[src/rtl/clock_pkg.sv]
// clock_pkg: shared types, digit limits and time validation
// for the time-of-day counter.
package clock_pkg;

   typedef enum logic [1:0] {
      RUN     = 2'd0,
      SETTING = 2'd1,
      LOAD    = 2'd2
   } state_t;

   localparam logic [3:0] SEC1_MAX        = 4'd5;
   localparam logic [3:0] DIG_MAX         = 4'd9;
   localparam logic [1:0] HOUR1_MAX       = 2'd2;
   localparam logic [3:0] HOUR2_MAX_AT_20 = 4'd3;

   typedef struct packed {
      logic [1:0] hour1;
      logic [3:0] hour2;
      logic [3:0] min1;
      logic [3:0] min2;
      logic [3:0] sec1;
      logic [3:0] sec2;
   } bcd_time_t;

   // Accepts only times 00:00:00 .. 23:59:59 in BCD.
   function automatic logic is_valid_time(input bcd_time_t t);
      logic v;
      v = 1'b1;
      if (t.hour1 > HOUR1_MAX) v = 1'b0;
      if (t.hour2 > DIG_MAX) v = 1'b0;
      if ((t.hour1 == HOUR1_MAX) &&
          (t.hour2 > HOUR2_MAX_AT_20)) v = 1'b0;
      if (t.min1 > SEC1_MAX) v = 1'b0;
      if (t.min2 > DIG_MAX) v = 1'b0;
      if (t.sec1 > SEC1_MAX) v = 1'b0;
      if (t.sec2 > DIG_MAX) v = 1'b0;
      return v;
   endfunction

endpackage

[src/rtl/clock_counter_tick_gen.sv]
// tick_gen: 1 Hz prescaler, one-cycle strobe at terminal count.
// clear holds the count at zero and suppresses the strobe.
module tick_gen
   import clock_pkg::*;
#(
   parameter int TICKS_PER_SEC = 100000000,
   parameter int PRESC_W       = 27
) (
   input  logic clk,
   input  logic reset,
   input  logic clear,
   output logic tick
);

   localparam logic [PRESC_W-1:0] LP_TERM =
      PRESC_W'(TICKS_PER_SEC - 1);

   logic [PRESC_W-1:0] r_cnt;
   logic               w_term;

   assign w_term = (r_cnt == LP_TERM);
   assign tick   = w_term & ~clear;

   // Free-running 0..TICKS_PER_SEC-1 count, parked at 0 on clear.
   always_ff @(posedge clk or posedge reset) begin
      if (reset) begin
         r_cnt <= '0;
      end else if (clear || w_term) begin
         r_cnt <= '0;
      end else begin
         r_cnt <= r_cnt + PRESC_W'(1);
      end
   end

endmodule

[src/rtl/clock_counter.sv]
// clock_counter: 24-hour BCD time-of-day counter with set/load
// handshake from the set FSM and a validated load path.
module clock_counter
   import clock_pkg::*;
#(
   parameter int TICKS_PER_SEC = 100000000,
   parameter int PRESC_W       = 27
) (
   input  logic       clk,
   input  logic       reset,
   input  logic       isset,
   input  logic [1:0] set_hour1,
   input  logic [3:0] set_hour2,
   input  logic [3:0] set_min1,
   input  logic [3:0] set_min2,
   input  logic [3:0] set_sec1,
   input  logic [3:0] set_sec2,
   output logic [1:0] hour1,
   output logic [3:0] hour2,
   output logic [3:0] min1,
   output logic [3:0] min2,
   output logic [3:0] sec1,
   output logic [3:0] sec2,
   output logic       sec_pulse,
   output logic       load_err
);

   state_t    r_state;
   state_t    w_next;
   bcd_time_t r_time;
   bcd_time_t w_inc_time;
   bcd_time_t w_set;
   logic      r_sec_pulse;
   logic      r_load_err;
   logic      w_clear;
   logic      w_tick;
   logic      w_inc;
   logic      w_load;
   logic      w_valid;
   logic      w_c1;
   logic      w_c2;
   logic      w_c3;
   logic      w_c4;

   assign w_set   = {set_hour1, set_hour2, set_min1,
                     set_min2, set_sec1, set_sec2};
   assign w_valid = is_valid_time(w_set);

   tick_gen #(
      .TICKS_PER_SEC(TICKS_PER_SEC),
      .PRESC_W      (PRESC_W)
   ) u_tick (
      .clk  (clk),
      .reset(reset),
      .clear(w_clear),
      .tick (w_tick)
   );

   // FSM state register.
   always_ff @(posedge clk or posedge reset) begin
      if (reset) begin
         r_state <= RUN;
      end else begin
         r_state <= w_next;
      end
   end

   // Next state: isset enters/holds setting, release loads once.
   always_comb begin
      w_next = r_state;
      unique case (r_state)
         RUN: begin
            if (isset) w_next = SETTING;
         end
         SETTING: begin
            if (!isset) w_next = LOAD;
         end
         LOAD: begin
            w_next = isset ? SETTING : RUN;
         end
         default: begin
            w_next = RUN;
         end
      endcase
   end

   // FSM outputs; isset in RUN clears the prescaler so a
   // coincident terminal tick is dropped.
   always_comb begin
      w_clear = 1'b1;
      w_inc   = 1'b0;
      w_load  = 1'b0;
      unique case (r_state)
         RUN: begin
            w_clear = isset;
            w_inc   = w_tick;
         end
         SETTING: begin
            w_clear = 1'b1;
         end
         LOAD: begin
            w_clear = 1'b1;
            w_load  = 1'b1;
         end
         default: begin
            w_clear = 1'b1;
         end
      endcase
   end

   // BCD ripple: current time plus one second, midnight wrap.
   always_comb begin
      w_inc_time = r_time;
      w_c1 = 1'b0;
      w_c2 = 1'b0;
      w_c3 = 1'b0;
      w_c4 = 1'b0;
      if (r_time.sec2 >= DIG_MAX) begin
         w_inc_time.sec2 = '0;
         w_c1 = 1'b1;
      end else begin
         w_inc_time.sec2 = r_time.sec2 + 4'd1;
      end
      if (w_c1) begin
         if (r_time.sec1 >= SEC1_MAX) begin
            w_inc_time.sec1 = '0;
            w_c2 = 1'b1;
         end else begin
            w_inc_time.sec1 = r_time.sec1 + 4'd1;
         end
      end
      if (w_c2) begin
         if (r_time.min2 >= DIG_MAX) begin
            w_inc_time.min2 = '0;
            w_c3 = 1'b1;
         end else begin
            w_inc_time.min2 = r_time.min2 + 4'd1;
         end
      end
      if (w_c3) begin
         if (r_time.min1 >= SEC1_MAX) begin
            w_inc_time.min1 = '0;
            w_c4 = 1'b1;
         end else begin
            w_inc_time.min1 = r_time.min1 + 4'd1;
         end
      end
      if (w_c4) begin
         if ((r_time.hour1 >= HOUR1_MAX) &&
             (r_time.hour2 >= HOUR2_MAX_AT_20)) begin
            w_inc_time.hour1 = '0;
            w_inc_time.hour2 = '0;
         end else if (r_time.hour2 >= DIG_MAX) begin
            w_inc_time.hour2 = '0;
            w_inc_time.hour1 = r_time.hour1 + 2'd1;
         end else begin
            w_inc_time.hour2 = r_time.hour2 + 4'd1;
         end
      end
   end

   // Time register: validated load, else one-second increment.
   always_ff @(posedge clk or posedge reset) begin
      if (reset) begin
         r_time <= '0;
      end else if (w_load) begin
         r_time <= w_valid ? w_set : '0;
      end else if (w_inc) begin
         r_time <= w_inc_time;
      end
   end

   // One-cycle status strobes.
   always_ff @(posedge clk or posedge reset) begin
      if (reset) begin
         r_sec_pulse <= 1'b0;
         r_load_err  <= 1'b0;
      end else begin
         r_sec_pulse <= w_inc;
         r_load_err  <= w_load & ~w_valid;
      end
   end

   assign hour1     = r_time.hour1;
   assign hour2     = r_time.hour2;
   assign min1      = r_time.min1;
   assign min2      = r_time.min2;
   assign sec1      = r_time.sec1;
   assign sec2      = r_time.sec2;
   assign sec_pulse = r_sec_pulse;
   assign load_err  = r_load_err;

endmodule

[config.mk]
export PLATFORM = sky130hd
export DESIGN_NAME = clock_counter
export DESIGN_NICKNAME = d
export VERILOG_FILES = /design/src/rtl/clock_pkg.sv /design/src/rtl/clock_counter_tick_gen.sv /design/src/rtl/clock_counter.sv
export SDC_FILE = /design/constraint.sdc
export NUM_CORES = 1
export LEC_CHECK = 0
export BUFFER_PORTS_ARGS = -buffer_cell sky130_fd_sc_hd__buf_2
export CAP_MARGIN = 30
export CORE_ASPECT_RATIO = 0.75
export CORE_UTILIZATION = 55
export CTS_CLUSTER_DIAMETER = 120
export DETAILED_ROUTE_END_ITERATION = 7
export PLACE_DENSITY = 0.87
export SLEW_MARGIN = 20
export SYNTH_ARGS = -nofsm -noshare
export SYNTH_HDL_FRONTEND = slang
export SYNTH_SLANG_ARGS = --single-unit
[constraint.sdc]
create_clock -name clk -period 6.2 [get_ports clk]
set_clock_uncertainty 0.05 [all_clocks]
set_input_delay 0.31 -clock clk [delete_from_list [all_inputs] [get_ports clk]]
set_output_delay 0.31 -clock clk [all_outputs]
set_load 0.03 [all_outputs]
==> results.ini, run 1 <==
[finish]
drive_gt1_share_pct = 20.0
final_util_pct = 66.2
diodes = 0
syn_to_final_growth_pct = 13.4
n_fill_cell = 452
nets = 426
fin_cells = 460

[clock_network]
numCtsBuffers = 5
cts_setup_buffers = 0
clk_pin_slew_ns = 0.10
ctsHoldBuffers = 0
clock_path_buffers = 2
worstSkewPairLatency_ns = 0.31
cts.sinks = 53
cts_tree = done
cts_max_level = 2
cts_resized = 0
root_buffer = clkbuf_8

[floorplan]
initial_core_util_pct = 58.4
core_mm2 = 0.00547
ioPinCount = 49
rows = 23
die_h_um = 68
die_w_um = 90
die_area_mm2 = 0.00612

[timing]
final_max_slew_viol_count = 0
post-route-min-period_ns = 2.47
hold_viol_final = 9
rsz0062_at_grt = no
slew_headroom_pct = 56.2
fin_crit_sh_pct = 39.9
setup_viol = 0
fmax_mhz = 404
worst_pin_slew_ns = 0.654
fin_tns_setup_ns = 0
whs_ns = -0.000371

[setup_path]
worst-setup-path-type = flop to flop
crit_arrival_ns = 2.63
rrSetupSlack_ns = 3.73
start_kind = flop
r2r-end = hour1[1]
rr_worst_depth = 7
worst_setup_path_end_kind = flop
worst-path-max-fanout = 9
reg2reg_from = sec2[0]
critPathRequiredTime_ns = 6.36

[power]
p_leak_nw = 1.60
power_mw = 1.22
power.density_mw_per_mm2 = 336
max-vdd-ir-drop_v = 0.000302

[run_status]
failed_checks = negative hold slack
status = complete, but fails checks

[drt]
ant_nets = 0
routed_wl_um = 7180
avgRoutedWirePerCell_um = 15.6
drtIter0Drc = 192
vias = 2761
dr.pass1.iters = 5
drc = 0
vias_per_cell = 6.00

[global_routing]
overflow = 0
grt_usage_pct = 24.8
grt_pass1_wl_um = 12000
grt_max_degree = 28
antenna_found_initial = 0
grt_pass1_vias = 2550

[placement]
dp_hpwl_um = 5320
routabilityCongestion = 0.827
port_buffers = 48
placed_cells = 451

[synth]
synth_cells = 333
async_flop_share_pct = 100
synthTopCellsByArea = dfrtp_1, ha_1, xnor2_1
synth_cell_types = 59
yosysMostFrequentCell = dfrtp_1
yosysWarnings = 0
synth-edff-count = 0
avgSynthCellArea_um2 = 9.59
ys_top_cells_by_count = dfrtp_1, nor2_1, inv_1, ha_1, xnor2_1
synth_top_area_share_pct = 41.5
synth.cell_area_mm2 = 0.00319
ys_dominant_reg_cell = dfrtp_1
ys_seq_elements = 53
synth_area_leader_cell = dfrtp_1
synthesis.nets = 375
synth-seq-area-share_pct = 41.5

[run]
drv_cap = 0

[hold_path]
hold_path_class = primary input to asynchronous set/reset pin

[flip-flops by register name, summed over array words and instances (netlist names), 2 cells and up]
signal / count
u_tick.r_cnt: 27
hour2: 4
min1: 4
min2: 4
sec1: 4
sec2: 4
hour1: 2
r_state: 2
[through the flow]
stage | worst slack [ns] | cell area, um^2
floorplan | 3.85 | 3190
global placement | 3.83 | 3500
detailed placement | 3.76 | 3530
CTS | 3.73 | 3610
global route | 3.60 | 3620
finish | 3.73 | 3620
[routing by layer]
layer / vias up / global-route usage (%) / wire, um
li1: 1312 / - / -
met1: 1337 / 34.8 / 3400
met2: 95 / 40.1 / 3290
met3: 17 / 3.44 / 354
met4: 0 / 8.27 / 127
met5: - / 0 / 0
[where the power goes]
part           internal [mW]  total, mW  switching [mW]
sequential             0.406      0.486          0.0803
clock                 0.0786      0.191           0.112
combinational          0.192      0.539           0.346
total                  0.677       1.22           0.539
[worst max-delay path, stage by stage, from the launching register on]
cell	delay (ns)
dfrtp_1	0.45
inv_1	0.12
ha_1	0.15
or3b_1	0.39
a21oi_2	0.40
nor3_1	0.16
a31oi_1	0.28
mux2_2	0.38
[cell type report]
cell class,count,area [um^2],share of cell area (%)
Multi-Input combinational cell,247,1740,47.9
Sequential cell,53,1330,36.6
Timing Repair Buffer,53,294,8.12
Tap cell,75,93.8,2.59
Inverter,24,90.1,2.49
Clock buffer,6,72.6,2.00
Clock inverter,2,10.0,0.276
[layout by cell type, fill, tap and decap left out, types with 3 or more instances in the layout]
master    instances
a21o_1            3
a21oi_1          12
a21oi_2           5
a22oi_1           7
and2_1            3
and3_1            3
and4_1            3
buf_2            48
clkbuf_8          5
dfrtp_1          53
ha_1             17
inv_1            23
mux2i_1          10
nand2_1          15
nand2b_1          3
nand3_1          14
nand4_1           9
nor2_1           33
nor2b_1           3
nor3_1           10
nor3b_1           3
nor4_1           11
o211ai_1          4
o21ai_0          13
or3_1             4
xnor2_1          16
xor2_1            6
[worst max-delay path by stage]
stage               startpoint       end  cells after the start
floorplan              sec2[1]  hour1[1]                      7
global placement       sec2[0]  hour1[1]                      7
detailed placement     sec2[0]  hour1[1]                      7
CTS                    sec2[0]  hour1[1]                      7
global route           sec2[0]  hour1[1]                      7
finish                 sec2[0]  hour1[1]                      7
[kinds of logic after synthesis]
family          after synthesis  share of synthesized area (%)
xor+xnor                     22                           6.03
fa+ha+maj                    17                           6.66
simple gates                131                           23.7
mux                          12                           3.84
buf+inv                      33                           4.15
flops                        53                           41.5
compound gates               65                           14.1
(Power assumes the default switching activity.)
==> inputs of run 2 (changes only) <==
- ABC_AREA: not set -> 1
- CORE_UTILIZATION: 55 -> 53
- PLACE_DENSITY: 0.87 -> 0.86
- clock period: 6.2 -> 2 ns (I/O delays scaled with it)
==> run 2 against run 1 <==
The flow finishes with violations (design-rule violations). Die area increased by 18%. Cell count increased by 42%. Synthesized area increased by 14%. Core utilization decreased by 2.8 points. First-iteration DRC count increased by 28%. Sequential power increased to 2.9 times the previous value. Combinational power increased by 140%. Maximum frequency increased by 35%. Largest cell class unchanged. Highest routed layer unchanged.
==> results.ini, run 2 <==
[hold_path]
hold_path_class = primary input to flop
hp-start = set_min1[0]
whs_endpoint = min1[0]
hold_depth = 5

[setup_path]
worst-path-max-fanout = 6  ; -3
start_kind = flop
critPathRequiredTime_ns = 2.20  ; -4.16 ns
reg2reg_from = hour2[0]
rrSetupSlack_ns = 0.16  ; -3.56 ns
r2r-end = hour2[2]
worst-setup-path-type = flop to flop
crit_arrival_ns = 2.04  ; -0.59 ns
worst_setup_path_end_kind = flop
max_stage_delay_ns = 0.45  ; about the same
crit_chain = ha_1 -> nor2_1 -> nand2_1 -> o21ai_0 -> nand2_1 -> nor2_1 -> nand2_1 -> nand2_1 -> nand3_1 -> nand2_1
slowest_stage = dfrtp_1
cpMostUsedCell = nand2_1
rr_worst_depth = 10  ; +3

[floorplan]
ioPinCount = 49  ; unchanged
initial_core_util_pct = 56.3  ; -2.2 points
die_area_mm2 = 0.00721  ; +18%
rows = 25  ; +8.7%
die_h_um = 73.8  ; +8.5%
die_w_um = 97.7  ; +8.6%
core_mm2 = 0.00647  ; +18%

[synth]
synth_cell_types = 28  ; -53%
synth_top_area_share_pct = 36.4  ; -5.1 points
synth-seq-area-share_pct = 36.4  ; -5.1 points
yosysMostFrequentCell = nand2_1
synth.cell_area_mm2 = 0.00364  ; +14%
ys_seq_elements = 53  ; unchanged
synth_cells = 518  ; +56%
yosysWarnings = 0  ; unchanged
ys_top_cells_by_count = nand2_1, nor2_1, inv_1, dfrtp_1, nand3_1
async_flop_share_pct = 100  ; unchanged
synth-edff-count = 0  ; unchanged
synthTopCellsByArea = dfrtp_1, nand2_1, nor2_1
avgSynthCellArea_um2 = 7.03  ; -27%
synthesis.nets = 560  ; +49%
synth_area_leader_cell = dfrtp_1
ys_dominant_reg_cell = dfrtp_1

[finish]
top_register = u_tick.r_cnt
drive_gt1_share_pct = 15.2  ; -4.8 points
final_common_cell = nand2_1
syn_to_final_growth_pct = 12.8
largest_register_ffs = 27  ; unchanged
diodes = 0  ; unchanged
nets = 615  ; +44%
layout_common_cells = nand2_1, nor2_1, inv_1

[global_routing]
grt_pass1_vias = 3105  ; +22%
grt_max_degree = 31  ; +11%
grt_pass1_wl_um = 14300  ; +19%
antenna_found_initial = 0  ; unchanged
grt_usage_pct = 24.9  ; +0.15 points
overflow = 0  ; unchanged

[clock_network]
clock_path_buffers = 2  ; unchanged
cts.sinks = 53  ; unchanged
cts_tree = done
numCtsBuffers = 5  ; unchanged
cts_max_level = 2  ; unchanged
root_buffer = clkbuf_8
clk_pin_slew_ns = 0.09  ; about the same
worstSkewPairLatency_ns = 0.31  ; about the same

[timing]
fin_ws_ns = 0.163  ; -3.56 ns
fin_crit_sh_pct = 91.9  ; +52 points
post-route-min-period_ns = 1.84  ; -0.637 ns
slew_headroom_pct = 65.8  ; +9.6 points
hold_viol_final = 0  ; -9
worst_pin_slew_ns = 0.512  ; -0.142 ns
rsz0062_at_grt = no
fmax_mhz = 544  ; +35%
fin_tns_setup_ns = 0  ; unchanged
final_max_slew_viol_count = 0  ; unchanged
setup_viol = 0  ; unchanged

[drt]
vias_per_cell = 5.34  ; -11%
avgRoutedWirePerCell_um = 13.1  ; -16%
drc = 6  ; +6
ant_nets = 0  ; unchanged
dr.pass1.iters = 7  ; +2
drtIter0Drc = 245  ; +28%
vias = 3490  ; +26%
routed_wl_um = 8590  ; +20%

[placement]
routabilityCongestion = 0.979  ; +18%
port_buffers = 48  ; unchanged
place_ws_ns = 0.152  ; -3.61 ns
dp_hpwl_um = 6640  ; +25%

[power]
max-vdd-ir-drop_v = 0.000620  ; +110%
power.density_mw_per_mm2 = 813  ; +140%
p_leak_nw = 2.14  ; +34%

[run]
drv_cap = 0  ; unchanged

[run_status]
status = complete, but fails checks
failed_checks = design-rule violations

-- run 2: per-stage QoR --
step,instances,hold WS (ns),power (mW),utilization [%],instance area [um^2]
3_5_place_dp,645,0.116,2.73,61.6,3990
3_3_place_gp,645,0.108,2.68,61.6,3990
4_1_cts,654,0.0903,3.36,63.3,4100
2_1_floorplan,518,0.121,2.37,-,3640
6_report,654,0.0985,3.34,63.5,4110
5_1_grt,654,0.120,3.60,63.5,4110
-- run 2: cell families after synthesis --
family / share of synthesized area [%]
simple gates: 40.8
fa+ha+maj: 5.84
compound gates: 2.85
buf+inv: 9.31
flops: 36.4
xor+xnor: 4.81
-- run 2: routing by layer --
layer  GRT usage (%)  wire, um
met4            6.23        82
met3            4.28       599
met5               0         0
met1            37.0      4190
met2            37.7      3720
-- run 2: cell type report --
cell class	instances	area (um^2)
fill	553	2370
multi-input combinational	387	1990
inverter	67	251
timing repair buffer	59	353
tap	81	101
clock buffer	7	86.3
sequential	53	1330
-- run 2: worst max-delay path by stage --
stage / from / end / slack [ns] / depth (start not counted)
final: hour2[0] / hour2[2] / 0.16 / 10
after global routing: sec2[1] / hour1[1] / 0.007 / 11
after CTS: sec1[0] / hour1[0] / 0.13 / 12
after detailed placement: sec2[0] / hour1[0] / 0.15 / 10
after global placement: sec1[0] / hour1[0] / 0.21 / 12
after floorplan: sec2[0] / hour1[1] / 0.14 / 10
-- run 2: timing repair --
item                                    in CTS  in global routing
resized for setup                            0                  4
hold buffers                                 2                  0
setup buffers                                0                  0
endpoints found under the hold margin       25                  0
endpoints found under the setup margin       0                  7
-- run 2: critical path: cells and delay by family (launching register included) --
kind	cells	cell delay, ns
adder cells (fa/ha/maj)	1	0.25
AND/OR/NAND/NOR	8	0.93
AO/OA/AOI/OAI	1	0.11
flip-flops	1	0.45
-- run 2: power by group --
part / total, mW / internal [mW] / switching (mW)
registers: 1.42 / 1.21 / 0.207
logic: 1.30 / 0.448 / 0.856
clock network: 0.619 / 0.276 / 0.343
total: 3.34 / 1.94 / 1.41
==> inputs of run 3 (changes only) <==
- ABC_AREA: 1 -> not set
- CORE_UTILIZATION: 53 -> 52
==> run 3 against run 2 <==
The flow finishes with violations (negative setup slack). Core utilization rose by 7.6 points. Worst setup slack lost 0.27 ns. Largest power group is now combinational logic. Maximum frequency shrank 13%. First-iteration DRC count is 75% higher. Total power up 31%. Wire length increased by 5.6%. Flip-flop and latch count unchanged. Count of clock-buffer cells in the layout increased by 1. Die area shrank 10%.
==> results.ini, run 3 (synthesis gave the netlist of run 1 again) <==
[run_status]
status = complete, but fails checks
failed_checks = negative setup slack

[timing]
fin_crit_sh_pct = 105  ; +13 points
final_max_slew_viol_count = 0  ; unchanged
hold_viol_final = 0  ; unchanged
worst_pin_slew_ns = 0.466  ; -0.0459 ns
post-route-min-period_ns = 2.11  ; +0.268 ns
fin_tns_setup_ns = -0.329  ; -0.329 ns
fin_ws_ns = -0.105  ; -0.268 ns
setup_viol = 7  ; +7
rsz0062_at_grt = yes
fmax_mhz = 475  ; -13%
slew_headroom_pct = 68.6  ; +2.8 points

[power]
p_leak_nw = 1.87  ; -13%
max-vdd-ir-drop_v = 0.000786  ; +27%
power.density_mw_per_mm2 = 1050  ; +29%

[clock_network]
clk_pin_slew_ns = 0.10  ; about the same
root_buffer = clkbuf_8
cts_tree = done
clock_path_buffers = 2  ; unchanged
worstSkewPairLatency_ns = 0.31  ; about the same
cts_max_level = 2  ; unchanged
numCtsBuffers = 5  ; unchanged
cts.sinks = 53  ; unchanged

[run]
drv_cap = 0  ; unchanged

[placement]
placed_cells = 492  ; -24%
dp_hpwl_um = 5830  ; -12%
routabilityCongestion = 0.871  ; -11%
port_buffers = 48  ; unchanged

[global_routing]
antenna_found_initial = 0  ; unchanged
grt_pass1_vias = 2762  ; -11%
grt_usage_pct = 25.5  ; +0.64 points
grt_pass1_wl_um = 13100  ; -8.4%
overflow = 0  ; unchanged
grt_max_degree = 27  ; -13%

[setup_path]
rr_worst_depth = 6  ; -4
max_stage_delay_ns = 0.52  ; +0.07 ns
r2r-end = u_tick.r_cnt[26]
critPathRequiredTime_ns = 2.15  ; -0.05 ns
crit_arrival_ns = 2.25  ; +0.21 ns
reg2reg_from = u_tick.r_cnt[14]
start_kind = flop
crit_chain = buf_4 -> and4_1 -> nand3_1 -> nor4_1 -> xnor2_1 -> nor2_1
rrSetupSlack_ns = -0.11  ; -0.27 ns
worst-setup-path-type = flop to flop
worst_setup_path_end_kind = flop
worst-path-max-fanout = 7  ; +1
slowest_stage = nor4_1

[hold_path]
hold_depth = 3  ; -2
whs_endpoint = min1[0]
hp-start = set_min1[0]
hold_path_class = primary input to flop

[floorplan]
die_area_mm2 = 0.00646  ; -10%
rows = 24  ; -4.0%
die_h_um = 69.9  ; -5.3%
initial_core_util_pct = 54.6  ; -1.7 points
core_mm2 = 0.00586  ; -9.6%
ioPinCount = 49  ; unchanged
die_w_um = 92.5  ; -5.4%

[drt]
vias = 3131  ; -10%
drc = 0  ; -6
vias_per_cell = 6.12  ; +15%
routed_wl_um = 9080  ; +5.6%
avgRoutedWirePerCell_um = 17.7  ; +35%
ant_nets = 0  ; unchanged
drtIter0Drc = 428  ; +75%
dr.pass1.iters = 6  ; -1

[finish]
n_fill_cell = 395  ; -29%
multiInputGateArea_mm2 = 0.00189  ; -5.2%
layout_common_cells = buf_4, buf_2, dfrtp_1
final_common_cell = buf_4
top_register = u_tick.r_cnt
nets = 475  ; -23%
regArea_mm2 = 0.00133  ; +0.47%
fin_cells = 512  ; -22%
largest_register_ffs = 27  ; unchanged
drive_gt1_share_pct = 34.1  ; +19 points
syn_to_final_growth_pct = 30.3
diodes = 0  ; unchanged

run 3: changes by cell type in the layout (fill, tap and decap cells not counted), moves of 7 or more:
cell / delta
a22oi_1: +7
buf_4: +42
inv_1: -42
mux2i_1: +10
nand2_1: -145
nand3_1: -22
nand4_1: -13
nor2_1: -40
nor3_1: -8
nor4_1: +8
xnor2_1: +13
xor2_1: -11
run 3: how the worst max path moves through the flow:
stage | start | end | slack, ns
floorplan | sec2[0] | hour1[1] | -0.14
global placement | sec2[0] | hour1[1] | 0.04
detailed placement | sec2[0] | min1[1] | -0.03
CTS | sec2[0] | hour1[1] | -0.02
global route | u_tick.r_cnt[14] | u_tick.r_cnt[26] | -0.13
finish | u_tick.r_cnt[14] | u_tick.r_cnt[26] | -0.11
run 3: repair_timing:
item / 4_1_cts / 5_1_grt
resized for setup: 6 / 23
hold endpoints to repair: 21 / 0
pin swaps: 6 / 5
setup endpoints to repair: 7 / 24
setup buffers: 3 / 7
hold buffers: 2 / 0
run 3: critical path, delay by kind of cell (launching register included):
family	cells	cell delay, ns
and+or+nand+nor	4	1.13
xor gates and xnor gates	1	0.22
DFF	1	0.43
buffers and inverters	1	0.16
run 3: layer usage:
metal  up-vias  share of wire, %  track usage, %
met5         -                 0               0
met4         0               2.7            8.85
met1      1474                44            39.3
met2       210                45            36.2
met3        32               7.7            4.25
li1       1415                 -               -
run 3: area by class of cell:
cell class / instances / share of cell area, %
timing repair buffer: 102 / 15.9
inverter: 24 / 2.22
tap: 78 / 2.35
clock buffer: 8 / 2.16
sequential: 53 / 32.1
multi-input combinational: 247 / 45.3
run 3: where the power goes:
| part | leakage, nW | switching (mW) | internal (mW) |
|---|---|---|---|
| registers | 0.694 | 0.224 | 1.27 |
| clock network | 0.0455 | 0.352 | 0.283 |
| logic | 1.13 | 1.33 | 0.918 |
run 3: through the flow:
step	total power, mW	worst slack, ns	hold slack, ns	util (%)	instance area (um^2)
after detailed placement	3.42	-0.0285	0.0818	65.4	3830
after floorplan	2.74	-0.140	0.120	-	3220
after CTS	4.12	-0.0198	0.0242	68.1	3990
after global routing	4.61	-0.127	0.0536	71.1	4160
after global placement	3.35	0.0440	0.0862	65.4	3830
final	4.37	-0.105	0.0341	71.1	4160
